`src/rtl/fifo_pkg.sv`:
```
// Shared definitions for the FIFO read-side engine: FSM encoding, default width, occupancy helper.
package fifo_pkg;

  localparam int DEF_DW = 8;

  localparam logic [1:0] S_IDLE   = 2'd0;
  localparam logic [1:0] S_STREAM = 2'd1;
  localparam logic [1:0] S_HOLD   = 2'd2;

  typedef enum logic [1:0] {
    ST_IDLE   = S_IDLE,
    ST_STREAM = S_STREAM,
    ST_HOLD   = S_HOLD
  } state_t;

  // Words that will be held after this cycle: skid entries plus the word in flight, minus the one leaving.
  function automatic logic [2:0] next_level(input logic [1:0] occ, input logic infl, input logic xfer);
    return {1'b0, occ} + {2'b00, infl} - {2'b00, xfer};
  endfunction

endpackage

```
`src/rtl/fifo_rd_ctrl_if.sv`:
```
// FIFO read port plus downstream valid/ready stream, seen by the read engine (master) and its environment (slave).
interface fifo_rd_ctrl_if
  import fifo_pkg::*;
#(
  parameter int DW = DEF_DW
);
  logic          fifo_empty;
  logic          fifo_aempty;
  logic [DW-1:0] fifo_dout;
  logic          rd;
  logic          m_valid;
  logic [DW-1:0] m_data;
  logic          m_ready;

  modport master (
    input  fifo_empty, fifo_aempty, fifo_dout, m_ready,
    output rd, m_valid, m_data
  );

  modport slave (
    output fifo_empty, fifo_aempty, fifo_dout, m_ready,
    input  rd, m_valid, m_data
  );
endinterface

```
`src/rtl/fifo_rd_ctrl_chk.sv`:
```
// Simulation checker: the pop rule must never let a capture land on a full skid buffer.
module fifo_rd_ctrl_chk (
  input logic       clk,
  input logic       rst,
  input logic       push,
  input logic       pop,
  input logic [1:0] occ
);

  a_no_overflow: assert property (@(posedge clk) disable iff (rst) !(push && !pop && (occ == 2'd2)));
  a_no_underflow: assert property (@(posedge clk) disable iff (rst) !(pop && (occ == 2'd0)));

endmodule

```
`src/rtl/fifo_skid_buf.sv`:
```
// Two-entry register buffer; entry 0 is the head and drives the output word directly from a flop.
module fifo_skid_buf
  import fifo_pkg::*;
#(
  parameter int DW = DEF_DW
) (
  input  logic          clk,
  input  logic          rst,
  input  logic          push,
  input  logic          pop,
  input  logic [DW-1:0] din,
  output logic [1:0]    occ,
  output logic          valid,
  output logic [DW-1:0] head
);

  logic [DW-1:0] e0_r;
  logic [DW-1:0] e1_r;
  logic [1:0]    occ_r;

  // Entry and occupancy update; a simultaneous push and pop keeps occupancy and shifts in order.
  always_ff @(posedge clk) begin
    if (rst) begin
      e0_r  <= '0;
      e1_r  <= '0;
      occ_r <= 2'd0;
    end else begin
      case ({push, pop})
        2'b10: begin
          case (occ_r)
            2'd0:    e0_r <= din;
            2'd1:    e1_r <= din;
            default: e1_r <= e1_r;
          endcase
          if (occ_r != 2'd2) begin
            occ_r <= occ_r + 2'd1;
          end else begin
            occ_r <= occ_r;
          end
        end
        2'b01: begin
          e0_r <= e1_r;
          if (occ_r != 2'd0) begin
            occ_r <= occ_r - 2'd1;
          end else begin
            occ_r <= occ_r;
          end
        end
        2'b11: begin
          case (occ_r)
            2'd2: begin
              e0_r <= e1_r;
              e1_r <= din;
            end
            2'd1:    e0_r <= din;
            default: begin
              e0_r  <= din;
              occ_r <= 2'd1;
            end
          endcase
        end
        default: begin
          e0_r  <= e0_r;
          e1_r  <= e1_r;
          occ_r <= occ_r;
        end
      endcase
    end
  end

  assign occ   = occ_r;
  assign valid = (occ_r != 2'd0);
  assign head  = e0_r;

endmodule

```
`src/rtl/fifo_rd_ctrl.sv`:
```
// Read-side engine: pops the flagged sync FIFO and streams words out on valid/ready through a skid buffer.
// Optional popped-word counter enabled by `FIFO_RD_CTRL_STATS_EN.
module fifo_rd_ctrl
  import fifo_pkg::*;
#(
  parameter int DW = DEF_DW
`ifdef FIFO_RD_CTRL_STATS_EN
  ,
  parameter int CNT_W = 16
`endif
) (
  input  logic              clk,
  input  logic              rst,
  fifo_rd_ctrl_if.master    bus,
  output logic              busy
`ifdef FIFO_RD_CTRL_STATS_EN
  ,
  output logic [CNT_W-1:0]  pop_cnt
`endif
);

  state_t        state_r;
  logic          infl_r;
  logic [1:0]    occ_s;
  logic          valid_s;
  logic [DW-1:0] head_s;
  logic          xfer_s;
  logic [2:0]    level_s;
  logic          rd_s;

  assign xfer_s  = valid_s && bus.m_ready;
  assign level_s = next_level(occ_s, infl_r, xfer_s);

  // EMPTY lags a cycle, so a pop right behind a pop is refused once ALMOST_EMPTY says at most one word was left.
  always_comb begin
    rd_s = 1'b0;
    if (!bus.fifo_empty && (level_s < 3'd2) && !(infl_r && bus.fifo_aempty)) begin
      rd_s = 1'b1;
    end else begin
      rd_s = 1'b0;
    end
  end

  assign bus.rd      = rd_s;
  assign bus.m_valid = valid_s;
  assign bus.m_data  = head_s;
  assign busy        = (state_r != ST_IDLE);

  fifo_skid_buf #(.DW(DW)) u_skid (
    .clk   (clk),
    .rst   (rst),
    .push  (infl_r),
    .pop   (xfer_s),
    .din   (bus.fifo_dout),
    .occ   (occ_s),
    .valid (valid_s),
    .head  (head_s)
  );

  fifo_rd_ctrl_chk u_chk (
    .clk  (clk),
    .rst  (rst),
    .push (infl_r),
    .pop  (xfer_s),
    .occ  (occ_s)
  );

  // In-flight tracking and stream state; reset drops whatever was in flight without re-issuing it.
  always_ff @(posedge clk) begin
    if (rst) begin
      state_r <= ST_IDLE;
      infl_r  <= 1'b0;
    end else begin
      infl_r <= rd_s;
      case (state_r)
        ST_IDLE: begin
          if (rd_s) begin
            state_r <= ST_STREAM;
          end else begin
            state_r <= ST_IDLE;
          end
        end
        ST_STREAM: begin
          if ((occ_s == 2'd2) && !bus.m_ready) begin
            state_r <= ST_HOLD;
          end else if ((level_s == 3'd0) && !rd_s) begin
            state_r <= ST_IDLE;
          end else begin
            state_r <= ST_STREAM;
          end
        end
        ST_HOLD: begin
          if (bus.m_ready) begin
            state_r <= ST_STREAM;
          end else begin
            state_r <= ST_HOLD;
          end
        end
        default: state_r <= ST_IDLE;
      endcase
    end
  end

`ifdef FIFO_RD_CTRL_STATS_EN
  // Popped-word counter, wraps naturally.
  always_ff @(posedge clk) begin
    if (rst) begin
      pop_cnt <= '0;
    end else if (rd_s) begin
      pop_cnt <= pop_cnt + CNT_W'(1);
    end else begin
      pop_cnt <= pop_cnt;
    end
  end
`endif

endmodule

```
`src/flat_wrapper.sv`:
```
// flat-port wrapper written by rule: the top's interface ports become plain ports
module fifo_rd_ctrl_flat import fifo_pkg::*;
#(
  parameter int DW = DEF_DW

)
  (clk, rst, busy, bus_fifo_empty, bus_fifo_aempty, bus_fifo_dout, bus_m_ready, bus_rd, bus_m_valid, bus_m_data);
  fifo_rd_ctrl_if #(.DW(DW)) bus_i ();
  input  logic clk;
  input  logic rst;
  output logic busy;
  input wire logic [$bits(bus_i.fifo_empty)-1:0] bus_fifo_empty;
  input wire logic [$bits(bus_i.fifo_aempty)-1:0] bus_fifo_aempty;
  input wire logic [$bits(bus_i.fifo_dout)-1:0] bus_fifo_dout;
  input wire logic [$bits(bus_i.m_ready)-1:0] bus_m_ready;
  output wire logic [$bits(bus_i.rd)-1:0] bus_rd;
  output wire logic [$bits(bus_i.m_valid)-1:0] bus_m_valid;
  output wire logic [$bits(bus_i.m_data)-1:0] bus_m_data;
  assign bus_i.fifo_empty = bus_fifo_empty;
  assign bus_i.fifo_aempty = bus_fifo_aempty;
  assign bus_i.fifo_dout = bus_fifo_dout;
  assign bus_i.m_ready = bus_m_ready;
  assign bus_rd = bus_i.rd;
  assign bus_m_valid = bus_i.m_valid;
  assign bus_m_data = bus_i.m_data;
  fifo_rd_ctrl #(.DW(DW)) u_core (.clk(clk), .rst(rst), .bus(bus_i), .busy(busy));
endmodule
```
`config.mk`:
```
export PLATFORM = sky130hd
export DESIGN_NAME = fifo_rd_ctrl_flat
export DESIGN_NICKNAME = d
export VERILOG_FILES = /design/src/rtl/fifo_pkg.sv /design/src/rtl/fifo_rd_ctrl_if.sv /design/src/rtl/fifo_rd_ctrl_chk.sv /design/src/rtl/fifo_skid_buf.sv /design/src/rtl/fifo_rd_ctrl.sv /design/src/flat_wrapper.sv
export SDC_FILE = /design/constraint.sdc
export NUM_CORES = 1
export LEC_CHECK = 0
export ABC_AREA = 1
export CORE_ASPECT_RATIO = 0.7
export CORE_MARGIN = 2
export CORE_UTILIZATION = 60
export CTS_CLUSTER_SIZE = 25
export DETAILED_ROUTE_END_ITERATION = 16
export DONT_BUFFER_PORTS = 1
export GPL_ROUTABILITY_DRIVEN = 0
export PLACE_DENSITY = 0.85
export SLEW_MARGIN = 20
export SYNTH_ARGS = -nofsm -noshare
export SYNTH_HDL_FRONTEND = slang
export SYNTH_SLANG_ARGS = --single-unit
```
`constraint.sdc`:
```
create_clock -name clk -period 4 [get_ports clk]
set_input_delay 0.6 -clock clk [delete_from_list [all_inputs] [get_ports clk]]
set_output_delay 0.6 -clock clk [all_outputs]
set_load 0.02 [all_outputs]
```
==> results.md, run 1 <==
- Status: finished, final reports clean
- Top delay family on crit path: adder cells
- Max Freq: 287 MHz
- Max_cap viols: 0
- CTS clk-pin slew, worst paths: 0.11 ns
- R2R Path Start: u_core.u_skid.occ[0]
- Largest net degree at the start of global routing: 17
- Yosys top cell area share: 36.3%
- Most frequent CP cell: inv_1
- Critical path origin: u_core.u_skid.occ[0]
- Vias per cell: 5.71
- FF-to-FF End: u_core.state_r[0]
- Routed wire length: 2.63 mm
- Initial Util: 63.0%
- DRT Pass-1 Iters: 4
- Final global-route overflow total: 0
- Most area-hungry cell type in the Yosys netlist: dfxtp_1
- Worst EP arrival: 2.88 ns
- Net count, final: 186
- XOR/XNOR Fraction of Synth Area: 0%
- Sequential area share after synthesis: 36.3%
- FF-to-FF setup slack: 1.35 ns
- Synthesized net count: 183
- Worst-Margin Slew: 0.422 ns
- Buf+Inv Stages, Crit Path: 5
- Met1 usage: 31.5%
- Post-CTS setup buffers: 0
- Largest family of logic cells by synthesized area: simple AND/OR/NAND/NOR gates
- Worst path cell trace: inv_1 > ha_1 > inv_2 > nand2_2 > inv_1 > ha_1 > inv_1 > ha_1 > fa_1 > inv_1 > nand3_1 > nor2_1
- Number of buffers created by CTS: 3
- Post-DRT Antenna Nets: 0
- CTS tree: yes
- Syn avg cell area: 7.20 µm²
- DP HPWL: 2.02 mm
- Hold Path Class: primary input to flop
- Core area: 1840 µm²
- Final setup vio count: 0
- Initial antenna violation count: 0
- Reg2reg path depth: 15
- Worst-Skew Late Latency: 0.31 ns
- Vias: 1056
- Post-Synth Simple-Gate Area: 29.5%
- Synth-to-Final Area Change: 3.35%
- Die ar.: 2300 µm²
- Most frequent cells in the layout: 42 x nand2_1, 21 x inv_1, 21 x dfxtp_1
- FF+latch count, synth: 21
- Synth cell types: 20
- CTS max path bufs: 2
- CP peak stage delay: 0.42 ns
- I/O pins: 24
- H-Tree Depth: 1
- Placed cells: 181
- Multiplexer area fraction after synthesis: 0%
- # DRC: 0
- CTS Hold Bufs: 0
- Crit. End Element: primary output
- GR Layer Usage met2: 41.3%
- Part of the cycle the worst path needs: 87.1%
- Max-Slew Margin vs Limit: 71.8%
- Setup Crit Path Kind: flop to primary output
- Critical path endpoint: bus_rd
- First-pass GRT wire length: 4.08 mm
- Leakage: 0.000562 µW
- Non-filler cells, final: 185
- CTS Sinks: 21
- Commonest non-fill, non-tap cell in the layout: nand2_1
- DR WL/cell: 14.2 µm
- WP depth: 12
- Adder-cell share of the synthesized area: 10.4%
- # rows: 13
- Area contributors post-synth: dfxtp_1 36%, nand2_1 14%, ha_1 8.6%
- VDD IR-drop max: 0.000474 V
- Required @ worst endpoint: 3.40 ns
- Slowest cell on crit path: dfxtp_1
- Fillers: 159
- Final critical-path required period: 3.48 ns
- Maximum fanout along the worst path: 5
- Vias in the first global route: 899
- Post-Synthesis Cell Area: 1160 µm²
- # diodes: 0
- Die height: 40.8 µm
- Synth warn: 0
- Max-slew violations: 0
- Gr usage total: 24.3%
- Synth Instances: 161
- DRT iter0 DRCs: 60
- Layout Skew: 0.00564 ns
- Share of cells above drive strength 1: 7.36%
- Util after Layout: 65.1%
- Synth Area in Compound Gates: 14.5%
- GR peak layer: met2
- Die Wd: 56.5 µm
- Final hold vios: 0
- GRT met3 Usage: 7.26%
- RSZ-0062 raised after global routing: false
- Root buffer cell: clkbuf_4
- Setup_tns: 0 ns
- PwrDens: 772 nW/µm²
- CTS resizes: 0
- IO Port Bufs: 0
- CP Launch Type: flop
==> worst min-delay path by stage <==
stage | start | to | slack (ns) | cells past startpoint
after floorplan | u_core.u_skid.e1_r[0] | u_core.u_skid.e1_r[0] | 0.44 | 2
after global placement | u_core.u_skid.e1_r[1] | u_core.u_skid.e1_r[1] | 0.44 | 2
after detailed placement | u_core.u_skid.e1_r[6] | u_core.u_skid.e1_r[6] | 0.45 | 2
after CTS | rst | u_core.u_skid.e1_r[6] | 0.34 | 1
after global routing | rst | u_core.state_r[0] | 0.33 | 1
final | rst | u_core.u_skid.e1_r[2] | 0.34 | 1
==> flip-flops by register name, summed over array words and instances, names as in the netlist <==
| signal | flops |
|---|---|
| u_core.infl_r | 1 |
| u_core.u_skid.head | 8 |
| u_core.state_r | 2 |
| u_core.u_skid.e1_r | 8 |
| u_core.u_skid.occ | 2 |
==> power by group <==
group	total (µW)	switching [µW]	internal, µW
registers	374	97.6	276
logic	447	303	144
clock network	104	64.9	39.0
total	925	466	459
==> cells by family after synthesis <==
logic type	after synthesis
AOI/OAI and AO/OA	24
adders and majority gates	9
buffers and inverters	27
DFF	21
and+or+nand+nor	80
==> stage by stage <==
step           total power (µW)  hold WS, ns  setup slack (ns)  cell area (µm²)
2_1_floorplan               734        0.441              1.10             1160
3_3_place_gp                791        0.445              1.00             1170
3_5_place_dp                823        0.452             0.836             1170
4_1_cts                     926        0.339             0.493             1200
5_1_grt                    1000        0.329             0.299             1200
6_report                    925        0.340             0.517             1200
==> layer usage <==
metal / part of all wire, % / wire [µm]
met5: 0 / 0
met3: 7.6 / 199
met2: 48 / 1270
met4: 0.87 / 23
met1: 43 / 1130
==> area by class of cell <==
type	instances	area, µm²	area share (%)
multi-input combinational	113	629	52.6
tap	22	27.5	2.30
clock buffer	4	26.3	2.19
sequential	21	420	35.1
inverter	25	93.8	7.84
==> cells in the mapped netlist (all sizes together) <==
cell type,instances
a211oi,1
a21o,1
a21oi,8
buf,1
clkbuf,1
clkinv,1
dfxtp,21
fa,1
ha,8
inv,24
nand2,46
nand3,19
nor2,13
nor3,2
o211ai,8
o21ai,6
==> worst register-to-register path, delay by kind of cell (launching register included) <==
| kind | cells | cell delay [ns] |
|---|---|---|
| simple gates | 6 | 0.56 |
| fa+ha+maj | 4 | 1.04 |
| flops | 1 | 0.42 |
| buf+inv | 5 | 0.53 |
Power figures use the tool's default switching activity.
==> run 2: changes to the inputs <==
--- a/config.mk
+++ b/config.mk
@@ -13,8 +13,8 @@
 export DETAILED_ROUTE_END_ITERATION = 16
 export DONT_BUFFER_PORTS = 1
 export GPL_ROUTABILITY_DRIVEN = 0
-export PLACE_DENSITY = 0.85
-export SLEW_MARGIN = 20
+export PLACE_DENSITY = 0.76
+export SLEW_MARGIN = 30
 export SYNTH_ARGS = -nofsm -noshare
 export SYNTH_HDL_FRONTEND = slang
 export SYNTH_SLANG_ARGS = --single-unit
==> results.md, run 2 (synthesis gave the netlist of run 1 again) <==
- Number of buffers created by CTS: 3 (unchanged)
- Maximum fanout along the worst path: 5 (unchanged)
- Critical path endpoint: bus_rd
- FF-to-FF End: u_core.state_r[0]
- CTS clk-pin slew, worst paths: 0.12 ns (about the same)
- Max Freq: 288 MHz (+0.27%)
- Final instance area: 1200 µm² (unchanged)
- DR WL/cell: 13.4 µm (-6.0%)
- Reg2reg path depth: 15 (unchanged)
- Net count, final: 186 (unchanged)
- Critical path origin: u_core.u_skid.occ[1]
- DRT Pass-1 Iters: 4 (unchanged)
- Setup Crit Path Kind: flop to primary output
- Commonest non-fill, non-tap cell in the layout: nand2_1
- CTS tree: yes
- Crit. End Element: primary output
- Reg power frac: 40.8% (+0.4 points)
- First-pass GRT wire length: 4.04 mm (-1.0%)
- Gr usage total: 23.8% (-0.50 points)
- Vias in the first global route: 903 (+0.44%)
- CP Launch Type: flop
- Initial antenna violation count: 0 (unchanged)
- Synth-to-Final Area Change: 3.35% (unchanged)
- Die Wd: 56.5 µm (unchanged)
- Status: finished, final reports clean
- RSZ-0062 raised after global routing: false
- Max-Slew Margin vs Limit: 72.0% (+0.20 points)
- CTS max path bufs: 2 (unchanged)
- Worst EP arrival: 2.87 ns (about the same)
- Post-CTS setup buffers: 0 (unchanged)
- DRT iter0 DRCs: 50 (-17%)
- WP depth: 12 (unchanged)
- Leakage: 0.000562 µW (unchanged)
- I/O pins: 24 (unchanged)
- Layout Skew: 0.00673 ns (+0.00109 ns)
- CTS Sinks: 21 (unchanged)
- Cell Area, Placed: 1170 µm² (unchanged)
- CP peak stage delay: 0.42 ns (about the same)
- Die ar.: 2300 µm² (unchanged)
- Final global-route overflow total: 0 (unchanged)
- Most frequent cells in the layout: 42 x nand2_1, 21 x inv_1, 21 x dfxtp_1
- # DRC: 0 (unchanged)
- Setup_tns: 0 ns (unchanged)
- Hold Path Class: primary input to flop
- Final critical-path required period: 3.47 ns (-0.00927 ns)
- Largest net degree at the start of global routing: 17 (unchanged)
- Power Internal: 458 µW (-0.18%)
- Final setup vio count: 0 (unchanged)
- Max_cap viols: 0 (unchanged)
- Die height: 40.8 µm (unchanged)
- CTS Hold Bufs: 0 (unchanged)
- Final hold vios: 0 (unchanged)
- Top delay family on crit path: adder cells
- CTS resizes: 0 (unchanged)
- Vias per cell: 5.63 (-1.3%)
- Worst-Margin Slew: 0.418 ns (-0.00305 ns)
- Buf+Inv Stages, Crit Path: 5 (unchanged)
- R2R Path Start: u_core.u_skid.occ[1]
- Core area: 1840 µm² (unchanged)
- # diodes: 0 (unchanged)
- Post-DRT Antenna Nets: 0 (unchanged)
- Most frequent CP cell: inv_1
- Net Sw Power: 460 µW (-1.3%)
- Sw Share: 50.1% (-0.28 points)
- Combinational fraction of design power: 47.9% (-0.4 points)
- Max-slew violations: 0 (unchanged)
- Worst path cell trace: inv_1 > ha_1 > inv_2 > nand2_2 > inv_1 > ha_1 > inv_1 > ha_1 > fa_1 > inv_1 > nand3_1 > nor2_1
- Vias: 1042 (-1.3%)
- IO Port Bufs: 0 (unchanged)
- Routed wire length: 2.47 mm (-6.0%)
- Required @ worst endpoint: 3.40 ns (about the same)
- Slowest cell on crit path: fa_1
- Share of cells above drive strength 1: 7.36% (unchanged)
- Worst-Skew Late Latency: 0.31 ns (about the same)
- Root buffer cell: clkbuf_4
- PwrDens: 767 nW/µm² (-0.74%)
- Fillers: 171 (+7.5%)
- Part of the cycle the worst path needs: 86.8% (-0.23 points)
- DP HPWL: 1.90 mm (-6.1%)
- VDD IR-drop max: 0.000444 V (-6.4%)
- H-Tree Depth: 1 (unchanged)
- # rows: 13 (unchanged)
- Initial Util: 63.0% (unchanged)
- FF-to-FF setup slack: 1.37 ns (+0.02 ns)
- Clock share of power: 11.3% (about the same)
## run 2: cell counts in the layout (fill, tap and decap cells not counted)
Identical to the previous run, type by type.
## run 2: final cells by class
type | instances | area (µm²) | area share, %
tap | 22 | 27.5 | 2.30
clock buffer | 4 | 26.3 | 2.19
sequential | 21 | 420 | 35.1
multi-input combinational | 113 | 629 | 52.6
inverter | 25 | 93.8 | 7.84
## run 2: worst min path at each step
stage                       endpoint                  start  cells after the start
4_1_cts        u_core.u_skid.e1_r[4]                    rst                      1
5_1_grt        u_core.u_skid.e1_r[4]                    rst                      1
3_5_place_dp   u_core.u_skid.e1_r[1]  u_core.u_skid.e1_r[1]                      2
3_3_place_gp   u_core.u_skid.e1_r[1]  u_core.u_skid.e1_r[1]                      2
6_report       u_core.u_skid.e1_r[4]                    rst                      1
2_1_floorplan  u_core.u_skid.e1_r[0]  u_core.u_skid.e1_r[0]                      2
## run 2: layer usage
| layer | GRT usage (%) | up-vias | wire (µm) |
|---|---|---|---|
| met5 | 0 | - | 0 |
| met4 | 3.57 | 0 | 10 |
| met3 | 8.20 | 3 | 256 |
| met2 | 40.1 | 44 | 1110 |
| met1 | 30.9 | 474 | 1100 |
| li1 | - | 521 | - |
## run 2: power by group through the flow
stage	combinational, µW	clock (µW)	sequential (µW)
detailed placement	434	0	380
floorplan	368	0	366
global route	500	115	385
finish	440	104	375
CTS	436	105	376
global placement	419	0	377
## run 2: worst register-to-register path, cell delays in order, from the launching register on
cell,delay [ns]
dfxtp_1,0.41
inv_1,0.12
ha_1,0.21
inv_2,0.16
nand2_2,0.13
inv_1,0.10
ha_1,0.23
inv_1,0.06
ha_1,0.16
fa_1,0.42
inv_1,0.09
nand3_1,0.13
nor2_1,0.13
nor2_1,0.05
nor2_1,0.10
nor2_1,0.04
## run 2: stage by stage
step | instances | hold WS [ns] | setup slack, ns | total power [µW] | utilization, %
2_1_floorplan | 161 | 0.441 | 1.10 | 734 | -
3_3_place_gp | 181 | 0.443 | 0.991 | 796 | 63.7
3_5_place_dp | 181 | 0.448 | 0.895 | 814 | 63.7
4_1_cts | 185 | 0.330 | 0.529 | 917 | 65.1
5_1_grt | 185 | 0.314 | 0.341 | 999 | 65.1
6_report | 185 | 0.339 | 0.526 | 918 | 65.1
